## config.mk

```make
export PLATFORM = sky130hd
export DESIGN_NAME = wb_arbiter
export DESIGN_NICKNAME = d
export VERILOG_FILES = /design/src/rtl/wb_pkg.sv /design/src/rtl/wb_slot.sv /design/src/rtl/wb_arbiter.sv
export SDC_FILE = /design/constraint.sdc
export NUM_CORES = 1
export LEC_CHECK = 0
export BUFFER_PORTS_ARGS = -buffer_cell sky130_fd_sc_hd__buf_2
export CAP_MARGIN = 20
export CORE_MARGIN = 3
export CORE_UTILIZATION = 51
export CTS_CLUSTER_DIAMETER = 120
export CTS_CLUSTER_SIZE = 16
export DETAILED_ROUTE_END_ITERATION = 8
export HOLD_SLACK_MARGIN = 0.05
export PLACE_DENSITY = 0.86
export REMOVE_ABC_BUFFERS = 1
export SLEW_MARGIN = 0
export SYNTH_ARGS = -nofsm -noshare
export SYNTH_HDL_FRONTEND = slang
export SYNTH_HIERARCHICAL = 1
export SYNTH_SLANG_ARGS = --single-unit
```

## constraint.sdc

```tcl
create_clock -name clk -period 3 [get_ports clk]
set_input_delay 0.3 -clock clk [delete_from_list [all_inputs] [get_ports clk]]
set_output_delay 0.3 -clock clk [all_outputs]
set_load 0.05 [all_outputs]
```

## src/rtl/wb_pkg.sv

```systemverilog
// Shared widths, requester identifiers and helpers for the writeback arbiter.
package wb_pkg;

  localparam int XLEN       = 32;
  localparam int REG_ADDR_W = 5;
  localparam int NUM_REGS   = 32;

  typedef enum logic {
    REQ_ALU = 1'b0,
    REQ_MEM = 1'b1
  } req_e;

  function automatic logic [NUM_REGS-1:0] rd_onehot(input logic [REG_ADDR_W-1:0] rd);
    logic [NUM_REGS-1:0] v;
    v     = '0;
    v[rd] = 1'b1;
    return v;
  endfunction

endpackage

```

## src/rtl/wb_slot.sv

```systemverilog
// One-entry holding register for a single writeback channel.
module wb_slot
  import wb_pkg::*;
#(
  parameter int N = XLEN
) (
  input  logic                  clk,
  input  logic                  rst,
  input  logic                  load,
  input  logic                  clear,
  input  logic [REG_ADDR_W-1:0] load_rd,
  input  logic [N-1:0]          load_data,
  output logic                  full,
  output logic [REG_ADDR_W-1:0] rd,
  output logic [N-1:0]          data
);

  // A refill on the drain edge wins, so the slot stays full with the new entry.
  always_ff @(posedge clk or negedge rst) begin
    if (!rst) begin
      full <= 1'b0;
      rd   <= '0;
      data <= '0;
    end else if (load) begin
      full <= 1'b1;
      rd   <= load_rd;
      data <= load_data;
    end else if (clear) begin
      full <= 1'b0;
    end
  end

endmodule

```

## src/rtl/wb_arbiter.sv

```systemverilog
// Two-channel register-file writeback arbiter (ALU and load unit), one write per cycle.
// Optional same-cycle bypass for an uncontended request is enabled by defining WB_BYPASS_EN.
module wb_arbiter
  import wb_pkg::*;
#(
  parameter int N = XLEN
) (
  input  logic                  clk,
  input  logic                  rst,
  input  logic                  alu_valid,
  output logic                  alu_ready,
  input  logic [REG_ADDR_W-1:0] alu_rd,
  input  logic [N-1:0]          alu_data,
  input  logic                  mem_valid,
  output logic                  mem_ready,
  input  logic [REG_ADDR_W-1:0] mem_rd,
  input  logic [N-1:0]          mem_data,
  output logic                  rf_we,
  output logic [REG_ADDR_W-1:0] rf_rd,
  output logic [N-1:0]          rf_wdata,
  output logic [NUM_REGS-1:0]   pend_mask
);

  logic                  alu_full, mem_full;
  logic [REG_ADDR_W-1:0] alu_slot_rd, mem_slot_rd;
  logic [N-1:0]          alu_slot_data, mem_slot_data;
  logic                  alu_load, mem_load;
  logic                  grant_alu, grant_mem, contended;
  logic                  bypass_alu, bypass_mem;
  req_e                  older, rr_ptr, sel;

  wb_slot #(.N(N)) u_alu_slot (
    .clk       (clk),
    .rst       (rst),
    .load      (alu_load),
    .clear     (grant_alu),
    .load_rd   (alu_rd),
    .load_data (alu_data),
    .full      (alu_full),
    .rd        (alu_slot_rd),
    .data      (alu_slot_data)
  );

  wb_slot #(.N(N)) u_mem_slot (
    .clk       (clk),
    .rst       (rst),
    .load      (mem_load),
    .clear     (grant_mem),
    .load_rd   (mem_rd),
    .load_data (mem_data),
    .full      (mem_full),
    .rd        (mem_slot_rd),
    .data      (mem_slot_data)
  );

  // Equal destinations must retire in arrival order; otherwise alternate fairly.
  always_comb begin
    grant_alu = 1'b0;
    grant_mem = 1'b0;
    sel       = REQ_ALU;
    contended = alu_full && mem_full;
    if (contended) begin
      sel       = (alu_slot_rd == mem_slot_rd) ? older : rr_ptr;
      grant_alu = (sel == REQ_ALU);
      grant_mem = (sel == REQ_MEM);
    end else begin
      grant_alu = alu_full;
      grant_mem = mem_full;
    end
  end

`ifdef WB_BYPASS_EN
  assign bypass_alu = rst && !alu_full && !mem_full && alu_valid && !mem_valid && (alu_rd != '0);
  assign bypass_mem = rst && !alu_full && !mem_full && mem_valid && !alu_valid && (mem_rd != '0);
`else
  assign bypass_alu = 1'b0;
  assign bypass_mem = 1'b0;
`endif

  assign alu_ready = rst && (!alu_full || grant_alu);
  assign mem_ready = rst && (!mem_full || grant_mem);

  // rd = 0 transfers complete the handshake but never occupy a slot.
  assign alu_load = alu_valid && alu_ready && (alu_rd != '0) && !bypass_alu;
  assign mem_load = mem_valid && mem_ready && (mem_rd != '0) && !bypass_mem;

  always_comb begin
    rf_we    = 1'b0;
    rf_rd    = '0;
    rf_wdata = '0;
    if (grant_alu) begin
      rf_we    = 1'b1;
      rf_rd    = alu_slot_rd;
      rf_wdata = alu_slot_data;
    end else if (grant_mem) begin
      rf_we    = 1'b1;
      rf_rd    = mem_slot_rd;
      rf_wdata = mem_slot_data;
    end else if (bypass_alu) begin
      rf_we    = 1'b1;
      rf_rd    = alu_rd;
      rf_wdata = alu_data;
    end else if (bypass_mem) begin
      rf_we    = 1'b1;
      rf_rd    = mem_rd;
      rf_wdata = mem_data;
    end
  end

  assign pend_mask = (alu_full ? rd_onehot(alu_slot_rd) : '0)
                   | (mem_full ? rd_onehot(mem_slot_rd) : '0);

  // The entry that stays put while the other is freshly loaded becomes the older one.
  always_ff @(posedge clk or negedge rst) begin
    if (!rst) begin
      older  <= REQ_ALU;
      rr_ptr <= REQ_ALU;
    end else begin
      if (contended)
        rr_ptr <= grant_alu ? REQ_MEM : REQ_ALU;
      if (alu_load && mem_load)
        older <= REQ_ALU;
      else if (alu_load && mem_full && !grant_mem)
        older <= REQ_MEM;
      else if (mem_load && alu_full && !grant_alu)
        older <= REQ_ALU;
    end
  end

endmodule

```

==> results.txt <==
Leakage power = 0.00283 µW
Clock Skews = 15.4 ps
Via count = 3440
Post-Layout Cell Count = 632
Capture point of the worst reg-to-reg path = u_mem_slot/data[12]$_DFFE_PN0P_
Area of the die = 0.00963 mm²
Via density = 5.44
Layout area overhead = 23.4%
DRT iter0 DRCs = 169
CTS hold repair buffers = 1
Startpoint types = flip-flop
Hold/Removal Path Class = in2reg
Worst Path Max Fanout = 30
Ratio of final minimum period to clock period = 91.4%
Clock group share of total power = 12.0%
Actual slew at the worst max-slew pin = 879 ps
CTS tree = done
Post-Syn Area = 0.00433 mm²
Final Hold Viols = 0
CP peak stage delay = 460 ps
Pwr/cell area = 1200 mW/mm²
Worst path slowest cell = dfrtp_1
Unrepaired setup endpoints after global routing = false
Count of cell types in the netlist = 30
Crit path required time = 2700 ps
Num CTS Buffers = 9
Yosys warns = 6
Post CTS Setup Buffer Count = 0
Combinational family with the most area after synthesis = multiplexers
Nets = 604
Outcome = finished, final reports clean
Clk root buf = clkbuf_8
FMAX = 0.365 GHz
Post_cts resized = 0
Row count = 32
HPWL Detailed = 7.76 mm
Synth Area per Inst = 11.3 µm²
Sequential group share of total power = 27.9%
Initial antenna violation count = 0
Pwr Total = 6390 µW
Xor and xnor area share after synthesis = 1.01%
Skew-Pair Late Insertion Delay = 350 ps
Psw = 3340 µW
Largest net degree at the start of global routing = 71
Post-Synth Adder-Cell Area = 0%
H-tree Lvls = 3
Final slew viol count = 0
GRT Total Usage = 22.3%
Multiplexer share of the synthesized area = 31.1%
Critical Path, Cell by Cell = xnor2_1 > nand3_1 > o21a_1 > o21ai_4 > buf_12 > mux2i_1 > buf_2
Critical Path AT = 2440 ps
DRC viols = 0
Complex-gate fraction of the synthesized area = 7.43%
Crit path time final = 2740 ps
Worst Setup End Kind = primary output
Clock buffer depth = 2
Pre-CTS setup slack = 605 ps
GPL Wtd Cong = 0.844
Detailed Routing Iterations Pass 1 = 5
# placed instances = 616
Grt ovf = 0
Logic gate share of total power = 60.1%
# IOs = 150
Hold slack = 174 ps
Seq/Total Area, Yosys = 45.1%
ANT nets after route = 0
First-pass GRT wire length = 17.5 mm
Max IR drop VDD = 0.724 mV
Vias in the first global route = 3573
CP startpoint = u_alu_slot/rd[1]$_DFFE_PN0P_
Cell count after synthesis = 383
Initial Utilization = 54.3%
Flop2flop setup slack = 590 ps
Worst slew margin = 41.4%
Die X = 98.1 µm
Clk sink count = 78
End of the critical path = rf_wdata[17]
Core area = 0.00797 mm²
#FFs+latches synth = 78
Port Buffers = 149
Routed Wire Length = 10.7 mm
Sw frac = 52.3%
Maxcap violations = 0
Post-Synth Simple-Gate Area = 7.80%
N_diodes = 0
Worst flop-to-flop path startpoint = u_alu_slot/rd[2]$_DFFE_PN0P_
Int Pwr = 3050 µW
Routed len/inst = 17.0 µm
Final setup viols = 0
Final cell utilization of the core = 67.1%
Critical path type = reg2out
Worst reg2reg path depth = 7
Final setup margin = 258 ps
Layout cells sized above 1 = 48.1%
Worst-path clk slew = 90 ps
Die Span Y = 98.1 µm
[cells in the mapped netlist]
library cell  count  area (µm²)
or4_1             2        15.0
o21a_1            4        30.0
clkbuf_1          8        30.0
or2_2             2        12.5
o21ai_2           1        8.76
mux2_2           36         405
buf_8             1        15.0
o211ai_1          1        7.51
a21oi_1           3        15.0
xnor2_1           5        43.8
a31oi_1           2        12.5
o21ai_0           2        10.0
mux2_4           38         571
dfrtp_1          78        1950
buf_2             7        35.0
inv_2             1        3.75
buf_4             2        15.0
or3b_2            3        26.3
and2_1            1        6.26
inv_1            40         150
nand3_1          13        65.1
nand2_1          44         165
or3_1             1        6.26
buf_6             7        78.8
nand3b_1          4        30.0
o22ai_1          32         200
nor2_1            3        11.3
mux2i_1          37         370
a21o_1            3        22.5
o31ai_1           2        15.0
[critical path, delay by kind of cell (launching register included)]
| family | cells | cell delay [ps] |
|---|---|---|
| compound gates | 2 | 470 |
| xor+xnor | 1 | 200 |
| buf+inv | 2 | 540 |
| flops | 1 | 460 |
| mux | 1 | 240 |
| simple gates | 1 | 160 |
[state kept, by name (all words and copies together) (netlist names)]
name / cells
rr_ptr: 1
older: 1
u_alu_slot/rd: 5
u_alu_slot/full: 1
u_mem_slot/rd: 5
u_alu_slot/data: 32
u_mem_slot/data: 32
u_mem_slot/full: 1
[power by group through the flow]
stage | Combinational, µW | Sequential [µW] | Clock [µW]
after floorplan | 3040 | 1710 | 0
after global placement | 3770 | 1760 | 0
after detailed placement | 3840 | 1800 | 0
after CTS | 3850 | 1780 | 784
after global routing | 4050 | 1850 | 826
final | 3840 | 1780 | 768
[worst min-delay path by stage]
stage,from,end,depth (start not counted)
2_1_floorplan,rst,older$_DFFE_PN0P_,0
3_3_place_gp,rst,u_mem_slot/rd[1]$_DFFE_PN0P_,1
3_5_place_dp,rst,older$_DFFE_PN0P_,1
4_1_cts,alu_data[20],u_alu_slot/data[20]$_DFFE_PN0P_,2
5_1_grt,mem_data[20],u_mem_slot/data[20]$_DFFE_PN0P_,2
6_report,alu_data[20],u_alu_slot/data[20]$_DFFE_PN0P_,2
[per-layer routing]
metal / GRT usage, % / vias up / routed length, µm / part of all wire (%)
li1: - / 1609 / - / -
met2: 36.6 / 163 / 5110 / 48
met1: 27.6 / 1643 / 4400 / 41
met5: 0 / - / 0 / 0
met4: 8.93 / 0 / 206 / 1.9
met3: 6.57 / 25 / 1000 / 9.3
[cells in the final DEF, fill, tap and decap left out, types with 4 or more instances in the layout]
master	n
buf_2	148
buf_4	6
clkbuf_8	9
dfrtp_1	77
inv_1	40
mux2_2	36
mux2_4	38
mux2i_1	37
nand2_1	44
nand3_1	13
nand3b_1	4
o21a_1	4
o22ai_1	32
xnor2_1	5
[through the flow]
stage	cell area [µm²]	TNS [ps]
4_1_cts	5340	0
3_5_place_dp	5150	0
3_3_place_gp	5150	0
5_1_grt	5340	0
6_report	5340	0
2_1_floorplan	4160	-118410
[logic make-up after synthesis]
logic type,Yosys count
compound gates,50
xor+xnor,5
buf+inv,66
flops,78
mux,111
simple gates,73
[final cells by class]
cell class	instances	area (µm²)
well taps	102	128
fillers	601	2630
repair buffers	157	836
inverters	41	154
flip-flops and latches	78	1950
clock buffers	9	124
multi-input cells	239	2090
clock inverters	6	61.3
(Power assumes the default switching activity.)
